$ cat src/rtl/matrix_pkg.sv
// rtl/matrix_pkg.sv - shared defaults and FSM state type for the matrix term issuer
package matrix_pkg;

    localparam int DEF_DATA_WIDTH = 16;
    localparam int DEF_VAR_WIDTH  = 8;
    localparam int DEF_M_SIZE     = 4;

    typedef enum logic [1:0] {
        S_IDLE  = 2'd0,
        S_CLEAR = 2'd1,
        S_RUN   = 2'd2,
        S_DRAIN = 2'd3
    } state_t;

endpackage

$ cat src/rtl/matrix_index_counter.sv
// rtl/matrix_index_counter.sv - nested k/col/row counter walking an M_SIZE^3 operand stream
module matrix_index_counter
    import matrix_pkg::*;
#(
    parameter  int M_SIZE = DEF_M_SIZE,
    localparam int IW     = $clog2(M_SIZE)
) (
    input  logic          clock,
    input  logic          reset,
    input  logic          clear,
    input  logic          step,
    output logic [IW-1:0] k,
    output logic [IW-1:0] col,
    output logic [IW-1:0] row,
    output logic          last_k,
    output logic          last_all
);

    logic [IW-1:0] r_k;
    logic [IW-1:0] r_col;
    logic [IW-1:0] r_row;
    logic          w_last_col;
    logic          w_last_row;

    assign w_last_col = (r_col == IW'(M_SIZE - 1));
    assign w_last_row = (r_row == IW'(M_SIZE - 1));
    assign last_k     = (r_k == IW'(M_SIZE - 1));
    assign last_all   = last_k && w_last_col && w_last_row;
    assign k          = r_k;
    assign col        = r_col;
    assign row        = r_row;

    // Explicit wrap compare keeps non-power-of-two sizes correct
    always_ff @(posedge clock or posedge reset) begin
        if (reset) begin
            r_k   <= '0;
            r_col <= '0;
            r_row <= '0;
        end else if (clear) begin
            r_k   <= '0;
            r_col <= '0;
            r_row <= '0;
        end else if (step) begin
            if (last_k) begin
                r_k <= '0;
                if (w_last_col) begin
                    r_col <= '0;
                    r_row <= w_last_row ? '0 : r_row + IW'(1);
                end else begin
                    r_col <= r_col + IW'(1);
                end
            end else begin
                r_k <= r_k + IW'(1);
            end
        end
    end

endmodule

$ cat src/rtl/matrix_term_issuer.sv
// rtl/matrix_term_issuer.sv - streams A/B operand pairs as product terms into an external accumulator
module matrix_term_issuer
    import matrix_pkg::*;
#(
    parameter  int DATA_WIDTH = DEF_DATA_WIDTH,
    parameter  int VAR_WIDTH  = DEF_VAR_WIDTH,
    parameter  int M_SIZE     = DEF_M_SIZE,
    localparam int IW         = $clog2(M_SIZE)
) (
    input  logic                  clock,
    input  logic                  reset,
    input  logic                  start,
    input  logic                  op_valid,
    input  logic [VAR_WIDTH-1:0]  a_data,
    input  logic [VAR_WIDTH-1:0]  b_data,
    output logic                  op_ready,
    output logic                  clear,
    output logic                  enable,
    output logic                  listo,
    output logic [DATA_WIDTH-1:0] result,
    output logic                  dot_valid,
    output logic [IW-1:0]         row_idx,
    output logic [IW-1:0]         col_idx,
    output logic                  busy,
    output logic                  done
);

    state_t                r_state;
    logic                  r_op_ready;
    logic                  r_clear;
    logic                  r_busy;
    logic                  r_done;
    logic                  r_enable;
    logic                  r_listo;
    logic [DATA_WIDTH-1:0] r_result;
    logic                  r_iss_last;
    logic [IW-1:0]         r_iss_row;
    logic [IW-1:0]         r_iss_col;
    logic                  r_dly_last;
    logic [IW-1:0]         r_dly_row;
    logic [IW-1:0]         r_dly_col;
    logic                  r_dot_valid;
    logic [IW-1:0]         r_row_idx;
    logic [IW-1:0]         r_col_idx;

    logic                  w_accept;
    logic                  w_cnt_clear;
    logic [IW-1:0]         w_k;
    logic [IW-1:0]         w_col;
    logic [IW-1:0]         w_row;
    logic                  w_last_k;
    logic                  w_last_all;
    logic                  w_final_dot;
    logic [DATA_WIDTH-1:0] w_product;

    assign w_accept    = op_valid && r_op_ready;
    assign w_cnt_clear = (r_state == S_CLEAR);
    assign w_product   = DATA_WIDTH'(a_data) * DATA_WIDTH'(b_data);
    assign w_final_dot = r_dot_valid && (r_row_idx == IW'(M_SIZE - 1))
                                     && (r_col_idx == IW'(M_SIZE - 1));

    matrix_index_counter #(
        .M_SIZE (M_SIZE)
    ) u_index_counter (
        .clock    (clock),
        .reset    (reset),
        .clear    (w_cnt_clear),
        .step     (w_accept),
        .k        (w_k),
        .col      (w_col),
        .row      (w_row),
        .last_k   (w_last_k),
        .last_all (w_last_all)
    );

    always_ff @(posedge clock or posedge reset) begin
        if (reset) begin
            r_state    <= S_IDLE;
            r_op_ready <= 1'b0;
            r_clear    <= 1'b0;
            r_busy     <= 1'b0;
            r_done     <= 1'b0;
        end else begin
            r_clear <= 1'b0;
            r_done  <= 1'b0;
            case (r_state)
                S_IDLE: begin
                    if (start) begin
                        r_state <= S_CLEAR;
                        r_clear <= 1'b1;
                        r_busy  <= 1'b1;
                    end
                end
                S_CLEAR: begin
                    r_state    <= S_RUN;
                    r_op_ready <= 1'b1;
                end
                S_RUN: begin
                    if (w_accept && w_last_all) begin
                        r_state    <= S_DRAIN;
                        r_op_ready <= 1'b0;
                    end
                end
                S_DRAIN: begin
                    if (w_final_dot) begin
                        r_state <= S_IDLE;
                        r_busy  <= 1'b0;
                        r_done  <= 1'b1;
                    end
                end
                default: begin
                    r_state    <= S_IDLE;
                    r_op_ready <= 1'b0;
                    r_busy     <= 1'b0;
                end
            endcase
        end
    end

    // Term issue plus a two-stage delay so dot_valid lines up with the accumulator output
    always_ff @(posedge clock or posedge reset) begin
        if (reset) begin
            r_result    <= '0;
            r_enable    <= 1'b1;
            r_listo     <= 1'b0;
            r_iss_last  <= 1'b0;
            r_iss_row   <= '0;
            r_iss_col   <= '0;
            r_dly_last  <= 1'b0;
            r_dly_row   <= '0;
            r_dly_col   <= '0;
            r_dot_valid <= 1'b0;
            r_row_idx   <= '0;
            r_col_idx   <= '0;
        end else begin
            if (w_accept) begin
                r_result <= w_product;
                r_enable <= (w_k != '0);
                r_listo  <= (w_k != '0);
            end else begin
                r_result <= '0;
                r_enable <= 1'b1;
                r_listo  <= 1'b0;
            end
            r_iss_last  <= w_accept && w_last_k;
            r_iss_row   <= w_row;
            r_iss_col   <= w_col;
            r_dly_last  <= r_iss_last;
            r_dly_row   <= r_iss_row;
            r_dly_col   <= r_iss_col;
            r_dot_valid <= r_dly_last;
            if (r_dly_last) begin
                r_row_idx <= r_dly_row;
                r_col_idx <= r_dly_col;
            end
        end
    end

    assign op_ready  = r_op_ready;
    assign clear     = r_clear;
    assign enable    = r_enable;
    assign listo     = r_listo;
    assign result    = r_result;
    assign dot_valid = r_dot_valid;
    assign row_idx   = r_row_idx;
    assign col_idx   = r_col_idx;
    assign busy      = r_busy;
    assign done      = r_done;

endmodule

$ cat config.mk
export PLATFORM = sky130hd
export DESIGN_NAME = matrix_term_issuer
export DESIGN_NICKNAME = d
export VERILOG_FILES = /design/src/rtl/matrix_pkg.sv /design/src/rtl/matrix_index_counter.sv /design/src/rtl/matrix_term_issuer.sv
export SDC_FILE = /design/constraint.sdc
export NUM_CORES = 1
export LEC_CHECK = 0
export ABC_AREA = 0
export CAP_MARGIN = 20
export CORE_MARGIN = 1
export CORE_UTILIZATION = 30
export CTS_CLUSTER_DIAMETER = 100
export DETAILED_ROUTE_END_ITERATION = 10
export SLEW_MARGIN = 20
export SYNTH_ARGS = -nofsm -noshare
export SYNTH_HDL_FRONTEND = slang
export SYNTH_HIERARCHICAL = 1
export SYNTH_SLANG_ARGS = --single-unit
export TNS_END_PERCENT = 30
$ cat constraint.sdc
create_clock -name clock -period 3.52 [get_ports clock]
set_input_delay 0.528 -clock clock [delete_from_list [all_inputs] [get_ports clock]]
set_output_delay 0.528 -clock clock [all_outputs]
set_load 0.03 [all_outputs]
* Yosys cells after proc, flatten, opt, wreduce, memory -nomap -nowiden *
Cells that the tools add are included.
Widths: inputs -> output; s select.

word-level totals
  logic and storage cells = 82
  input port bits = 20
  register bits after elaboration = 45

operators by class
  multiplexer cells = 28
  equal/unequal tests = 11
  reduce and logical (&&, ||, !) cells = 19
  $add $sub $neg = 3
  $mul = 1

operators by type and width
  operator             number
  $mux 2               15
  $mul 8x8->16         1
  $mux 16              1
  $eq 2x2->1 const B   7
  $reduce_bool 2->1    6
  $mux 1               9
  $reduce_and 3->1     3
  $pmux 2 s4           1
  $logic_and 1x1->1    7
  $add 2x1->2 const B  3
  $ne 2x2->1 const B   3
  $pmux 1 s2           2
  $reduce_and 2->1     2
  $eq 2x1->1 const B   1
  $logic_not 2->1      1

* Logic depth before layout (Yosys ltp) *
Gate-level depths: netlist (run 1).

  depth in word-level cells = 6
  mapped depth = 15
  depth with buffers taken out = 15

* By module *
Netlist (run 1), hierarchy kept.

modules (own cells, without submodules)
  module                seq. area each (µm²)  instances  area each (µm²)  cells an instance
  matrix_term_issuer    977.2                 1          3422.0           336
  matrix_index_counter  150.1                 1          340.3            29

* Worst setup path after synthesis (run 1) *
Ideal clock, no wire load.

  kind = input to register
  start point = in a_data[1]
  end point = reg r_result[13], in the netlist result[13]
  path slack = -0.499 ns
  library setup time = 0.133 ns
  arrival time = 3.886 ns
  buffers on the path = 0
  required time = 3.387 ns
  stages = 12
  path through = and2_1 > fa_1 > fa_1 > fa_1 > inv_1 > fa_1 > inv_1 > ha_1 > or2_4 > a311oi_2 > xor2_1 > nor2_1

on the way
  word-level cells in the longest chain between the ends = 2

RTL lines
  item                    RTL line                   source
  start: declaration      matrix_term_issuer.sv:14   input logic [VAR_WIDTH-1:0] a_data,
  $mul 8x8->16            matrix_term_issuer.sv:58   assign w_product = DATA_WIDTH'(a_data) * DATA_WIDTH'(b_data);
  $mux 16                 matrix_term_issuer.sv:136  if (w_accept) begin
  end signal: assignment  matrix_term_issuer.sv:137  r_result <= w_product;
  end: declaration        matrix_term_issuer.sv:35   logic [DATA_WIDTH-1:0] r_result;

No other way between the ends.
A chain may end at the register's enable or synchronous reset.

* Final worst setup path (run 1) *
  start point = in a_data[2]
  end point = reg r_result[13], in the netlist result[13]

The elaborated chain is that of the path after synthesis.

==> run_results.csv, run 1 <==
group,metric,value,unit
run_status,outcome,"finished, violations left",
run_status,violations,"negative setup slack",
clock_tree,cts_tree,"built",
critical_path,worstSetupPathType,"primary input to register",
global_route,antenna_found_initial,0,
drt,initialDrtViolationCount,74,
run,max-cap-violations,0,
timing,tightest_slew,0.483,ns
die,die_w,114,um
die,initial_core_util,31.1,%
timing,drv_slew,0,
drt,wl_per_cell,12.7,um
die,num_rows,40,
placement,gp_congestion,0.820,
clock_tree,clock-root-buffer,"clkbuf_16",
die,ios,47,
critical_path,startpoint,"a_data[2]",
critical_path,r2r_start,"op_ready",
die,core,12100,sq um
drt,vias_per_cell,4.47,
global_route,grt_pass1_wl,14100,um
yosys,ys_warn_count,6,
placement,hpwl,6420,um
power_and_ir_drop,power_density,623,nW/um^2
critical_path,cpMaxStageDelayCell,"fa_1",
clock_tree,numCtsBuffers,5,
timing,period_share,107,%
drt,ant_nets,0,
yosys,syn-num-nets,465,
drt,finalWirelength,8000,um
timing,skew,0.00426,ns
yosys,syn_area_per_cell,10.3,sq um
global_route,grtUsageTotal,13.5,%
critical_path,crit_top_cell,"fa_1",
drt,drc_errors,0,
clock_tree,cts.sinks,45,
hold_path,min_path_type,"register to register",
layout,fin_cells,629,
global_route,grt_pass1_vias,3042,
yosys,synth.most_common_cell,"inv_1",
critical_path,cp.required,3.67,ns
hold_path,hold_path.startpoint,"r_iss_col[1]",
yosys,synth_top_area_share,29.3,%
critical_path,critPathArrivalTime,3.92,ns
layout,multi_input_area,2650,sq um
critical_path,crit_path_max_fanout,6,
timing,rsz0062_at_grt,"yes",
timing,min_period,3.77,ns
placement,post-place-ws,-1.12,ns
clock_tree,clkSlewWorstSetupHoldPaths,0.07,ns
layout,area.sequential,1130,sq um
layout,nets,560,
yosys,yosysTopAreaCell,"dfrtp_1",
critical_path,path_cells,"buf_6 -> and2_4 -> fa_1 -> fa_1 -> fa_1 -> inv_2 -> fa_1 -> inv_2 -> ha_4 -> or2_4 -> a311oi_2 -> xor2_1 -> nor2_1",
timing,hold_ws,0.344,ns
timing,worst_slack,-0.251,ns
placement,placed_cells_incl_taps,614,
timing,setup_violations,8,
drt,dr.pass1.iters,4,
yosys,yosysUniqueCellTypes,46,
timing,max_freq,265,MHz
placement,post_dp_cell_area,4790,sq um
timing,hold_violations,0,
yosys,synthTopCellsByCount,"inv_1, and2_1, dfrtp_1, ha_1, fa_1",
clock_tree,ctsHoldBuffers,0,
clock_tree,insertion_delay,0.29,ns
timing,slew_headroom,67.8,%
critical_path,worstSetupStartpointType,"primary input",
global_route,grt_start_max_net_pins,40,
clock_tree,ctsLongestPathBuffers,2,
critical_path,endpoint_kind,"register",
yosys,synth_area,3760,sq um
yosys,synthArstFlopShare,100,%
power_and_ir_drop,power.leakage,2.51,nW
yosys,synth_edf_count,0,
layout,layout-drive-gt1-share,28.9,%
yosys,synth_cells,365,
yosys,synth-main-ff-cell,"dfrtp_1",
layout,fin_area,5170,sq um
global_route,grt-ovfl-total,0,
layout,area_growth,37.4,%
layout,diodes,0,
power_and_ir_drop,max-vdd-ir-drop,0.000326,V
die,dieArea,13000,sq um
yosys,synth-seq-area-share,30.0,%
yosys,synthTopCellsByArea,"dfrtp_1, fa_1, ha_1, and2_1, inv_1",
clock_tree,h-tree-depth,2,
die,die_y,114,um
power_and_ir_drop,total_power,3.22,mW
placement,numPortBuffers,46,
layout,fillers,1209,
yosys,ys_ff_latch,45,
drt,routed-via-count,2810,
critical_path,worst_path_largest_cell_delay,0.56,ns
## power breakdown
| part | leakage [nW] | switching (mW) | internal (mW) |
|---|---|---|---|
| Combinational | 1.85 | 1.06 | 0.994 |
| Clock | 0.0704 | 0.198 | 0.266 |
| Sequential | 0.588 | 0.0615 | 0.639 |
| Total | 2.51 | 1.32 | 1.90 |
## layer usage
layer / global-route usage [%] / wire length (um)
met1: 17.0 / 3590
met2: 24.7 / 4130
met3: 2.39 / 234
met4: 1.90 / 50
met5: 0 / 0
## cells by family after synthesis
| group | count (synthesis) | synth area share (%) |
|---|---|---|
| buffers and inverters | 60 | 6.19 |
| AND/OR/NAND/NOR | 122 | 18.1 |
| XOR/XNOR | 6 | 1.40 |
| multiplexers | 8 | 2.43 |
| flip-flops | 45 | 30.0 |
| AO/OA/AOI/OAI | 44 | 8.11 |
| adder cells (fa/ha/maj) | 80 | 33.8 |
## layout by cell type (no fill, tap or decap), types with 3 or more instances in the layout
cell             count
a211oi_1             4
a211oi_2             3
a21oi_1              6
a21oi_2              6
and2_1              39
and2_4              12
and3_1              10
buf_4               44
buf_6               12
clkbuf_16            5
clkdlybuf4s50_1     30
dfrtp_1             44
fa_1                32
fa_2                 4
ha_1                38
ha_4                 6
inv_1               50
inv_2                7
mux2_2               4
nand2_1             13
nand2_2              4
nand2b_1             3
nand3_1              5
nor2_1              19
nor2b_1              3
o21ai_0              3
o21ai_1              4
xor2_1               4
## registers in the layout, indices dropped and copies added, names as in the netlist
signal               count
result                  16
col_idx                  2
r_dly_col                2
r_dly_row                2
r_iss_col                2
r_iss_row                2
r_state                  2
row_idx                  2
u_index_counter/col      2
u_index_counter/k        2
u_index_counter/row      2
busy                     1
clear                    1
done                     1
dot_valid                1
enable                   1
listo                    1
op_ready                 1
r_dly_last               1
r_iss_last               1
## worst max-delay path: cells and delay by family
| family | cells | cell delay [ns] |
|---|---|---|
| AOI/OAI and AO/OA | 1 | 0.29 |
| adders and majority gates | 5 | 2.25 |
| buffers and inverters | 3 | 0.20 |
| and+or+nand+nor | 3 | 0.47 |
| xor gates and xnor gates | 1 | 0.19 |
## final cells by class
type                            instances  area share (%)
Multi-Input combinational cell        260            51.3
Sequential cell                        45            21.8
Timing Repair Buffer                   90            15.7
Inverter                               58            4.21
Tap cell                              168            4.07
Clock buffer                            5            2.42
Clock inverter                          3           0.484
## stage by stage
step / setup TNS, ns / utilization, %
finish: -1.35 / 42.7
global route: -2.33 / 42.7
CTS: -1.37 / 41.7
detailed placement: -10.72 / 39.6
global placement: -10.12 / 39.6
floorplan: -1.65 / -
## final timing paths
| path | end | slack (ns) | cells after the start |
|---|---|---|---|
| worst min register to register | r_dly_col[1] | 0.34 | 0 |
| max in group asynchronous | enable | 2.47 | 3 |
| worst max-delay path | result[13] | -0.25 | 13 |
| worst min-delay path | r_dly_col[1] | 0.34 | 0 |
| worst max register to register | r_state[1] | 1.43 | 5 |
| min in group asynchronous | u_index_counter/row[0] | 0.49 | 2 |
## repair_timing
item,4_1_cts,5_1_grt
setup buffers,3,4
setup endpoints to repair,12,10
pin swaps,39,26
gates resized for setup,104,28
(Power assumes the default switching activity.)
==> inputs of run 2 (changes only) <==
CORE_UTILIZATION = 45   (was 30)
PLACE_DENSITY = 0.67   (was not set)
==> run 2 against run 1 <==
Against the previous run:
- the run still ends with negative setup slack left
- routed wire length shrank 3.9%
- die area shrank 33%
- sequential power decreased by 0.7%
- setup slack better by 0.054 ns
- critical path type unchanged
- highest routed layer unchanged
==> run_results.csv, run 2 (synthesis gave the netlist of run 1 again) <==
group,metric,value,unit
clock_tree,insertion_delay,0.30,ns
critical_path,crit_top_cell,"fa_1",
timing,min_period,3.72,ns
critical_path,worst_path_largest_cell_delay,0.54,ns
die,ios,47,
drt,initialDrtViolationCount,114,
clock_tree,h-tree-depth,2,
layout,fillers,644,
global_route,grt_pass1_wl,13800,um
layout,final_common_cell,"inv_1",
drt,wl_per_cell,13.7,um
global_route,grtUsageTotal,19.8,%
global_route,grt_pass1_vias,3041,
placement,placed_cells_incl_taps,551,
critical_path,cp.required,3.70,ns
layout,fin_util,64.2,%
timing,drv_slew,0,
placement,numPortBuffers,46,
global_route,grt-ovfl-total,0,
critical_path,path_cells,"buf_12 -> nand2_4 -> fa_1 -> fa_1 -> inv_1 -> fa_1 -> inv_2 -> fa_1 -> inv_2 -> ha_4 -> o21ai_4 -> o21ai_4 -> a41oi_2 -> xor2_1 -> nor2_1",
power_and_ir_drop,power_density,604,nW/um^2
timing,rsz0062_at_grt,"yes",
layout,layout-drive-gt1-share,28.0,%
timing,period_share,106,%
hold_path,min_path_type,"register to register",
critical_path,critPathArrivalTime,3.89,ns
timing,hold_violations,0,
global_route,grt_start_max_net_pins,22,
clock_tree,ctsLongestPathBuffers,2,
timing,tightest_slew,0.732,ns
clock_tree,clock-root-buffer,"clkbuf_8",
clock_tree,numCtsBuffers,5,
timing,slew_headroom,51.1,%
layout,layout_common_cells,"inv_1, dfrtp_1, buf_4, and2_1, ha_1",
drt,ant_nets,0,
clock_tree,clkSlewWorstSetupHoldPaths,0.09,ns
timing,worst_slack,-0.197,ns
die,die_y,93.4,um
drt,routed-via-count,2865,
power_and_ir_drop,total_power,3.06,mW
die,core,7890,sq um
critical_path,worstSetupStartpointType,"primary input",
layout,nets,559,
run_status,outcome,"finished, violations left",
critical_path,crit_path_max_fanout,7,
drt,drc_errors,0,
power_and_ir_drop,power.leakage,2.50,nW
placement,hpwl,5980,um
placement,gp_congestion,0.808,
die,die_w,93.4,um
drt,vias_per_cell,5.10,
layout,fin_cells,562,
die,num_rows,32,
run_status,violations,"negative setup slack",
die,dieArea,8730,sq um
layout,diodes,0,
critical_path,worstSetupPathType,"primary input to register",
power_and_ir_drop,max-vdd-ir-drop,0.000418,V
timing,max_freq,269,MHz
critical_path,endpoint_kind,"register",
drt,dr.pass1.iters,4,
timing,setup_violations,8,
layout,largest_register_ffs,16,
clock_tree,cts_tree,"built",
global_route,antenna_found_initial,0,
clock_tree,cts.sinks,45,
die,initial_core_util,47.7,%
critical_path,rrSetupSlack,1.53,ns
placement,post-place-ws,-1.11,ns
layout,area_growth,34.6,%
critical_path,cpMaxStageDelayCell,"fa_1",
run,max-cap-violations,0,
timing,skew,0.00421,ns
drt,finalWirelength,7690,um
==> run 2: cell count changes in the layout (fill, tap and decap cells not counted), moves of 2 or more <==
cell	previous run	this run
a21oi_2	6	4
clkbuf_8	0	5
inv_2	7	3
buf_8	0	2
inv_1	50	54
clkbuf_16	5	0
buf_6	12	7
buf_12	1	3
==> run 2: final timing paths <==
| kind | start | to | cells after the start |
|---|---|---|---|
| setup / recovery | a_data[1] | result[11] | 15 |
| hold / removal | r_iss_row[0] | r_dly_row[0] | 0 |
| setup reg to reg | op_ready | r_state[1] | 6 |
| hold reg to reg | r_iss_row[0] | r_dly_row[0] | 0 |
| max in group asynchronous | reset | enable | 3 |
| min in group asynchronous | reset | u_index_counter/k[0] | 2 |
==> run 2: layout make-up <==
class	instances	area, sq um	area share (%)
repair buffers	89	822	16.2
multi-input cells	260	2680	52.8
clock buffers	5	68.8	1.36
well taps	102	128	2.52
clock inverters	3	25.0	0.494
flip-flops and latches	45	1130	22.3
inverters	58	218	4.30
==> run 2: critical path: cells and delay by family <==
family | cells | cell delay [ns]
xor+xnor | 1 | 0.17
buf+inv | 4 | 0.25
fa+ha+maj | 5 | 2.37
simple gates | 2 | 0.11
compound gates | 3 | 0.45
==> run 2: stage by stage <==
stage | setup TNS, ns | cell area [sq um] | hold WS [ns]
floorplan | -1.65 | 3860 | 0.319
global placement | -9.97 | 4730 | 0.331
detailed placement | -10.45 | 4730 | 0.335
CTS | -1.12 | 4980 | 0.352
global route | -2.25 | 5060 | 0.369
finish | -1.17 | 5060 | 0.353
==> run 2: power by group <==
| part | leakage (nW) | switching, mW | internal, mW |
|---|---|---|---|
| Sequential | 0.588 | 0.0575 | 0.637 |
| Clock | 0.0447 | 0.184 | 0.143 |
| Combinational | 1.87 | 1.07 | 0.973 |
==> run 2: what timing repair did <==
action	CTS	global route
pin swaps	40	21
resized for setup	117	18
hold buffers	0	0
endpoints found under the setup margin	11	10
setup buffers	1	2
==> run 2: per-layer routing <==
| layer | wire (um) | global-route usage, % | part of all wire (%) | up-vias |
|---|---|---|---|---|
| met2 | 4000 | 35.7 | 52 | 42 |
| met1 | 3410 | 25.6 | 44 | 1444 |
| met5 | 0 | 0 | 0 | - |
| met3 | 203 | 2.76 | 2.6 | 8 |
| li1 | - | - | - | 1371 |
| met4 | 70 | 3.46 | 0.91 | 0 |
==> inputs of run 3 (changes only) <==
CTS_CLUSTER_DIAMETER = not set   (was 100)
==> results of run 3 <==
No change in the layout: final DEF, timing and power equal those of run 2.
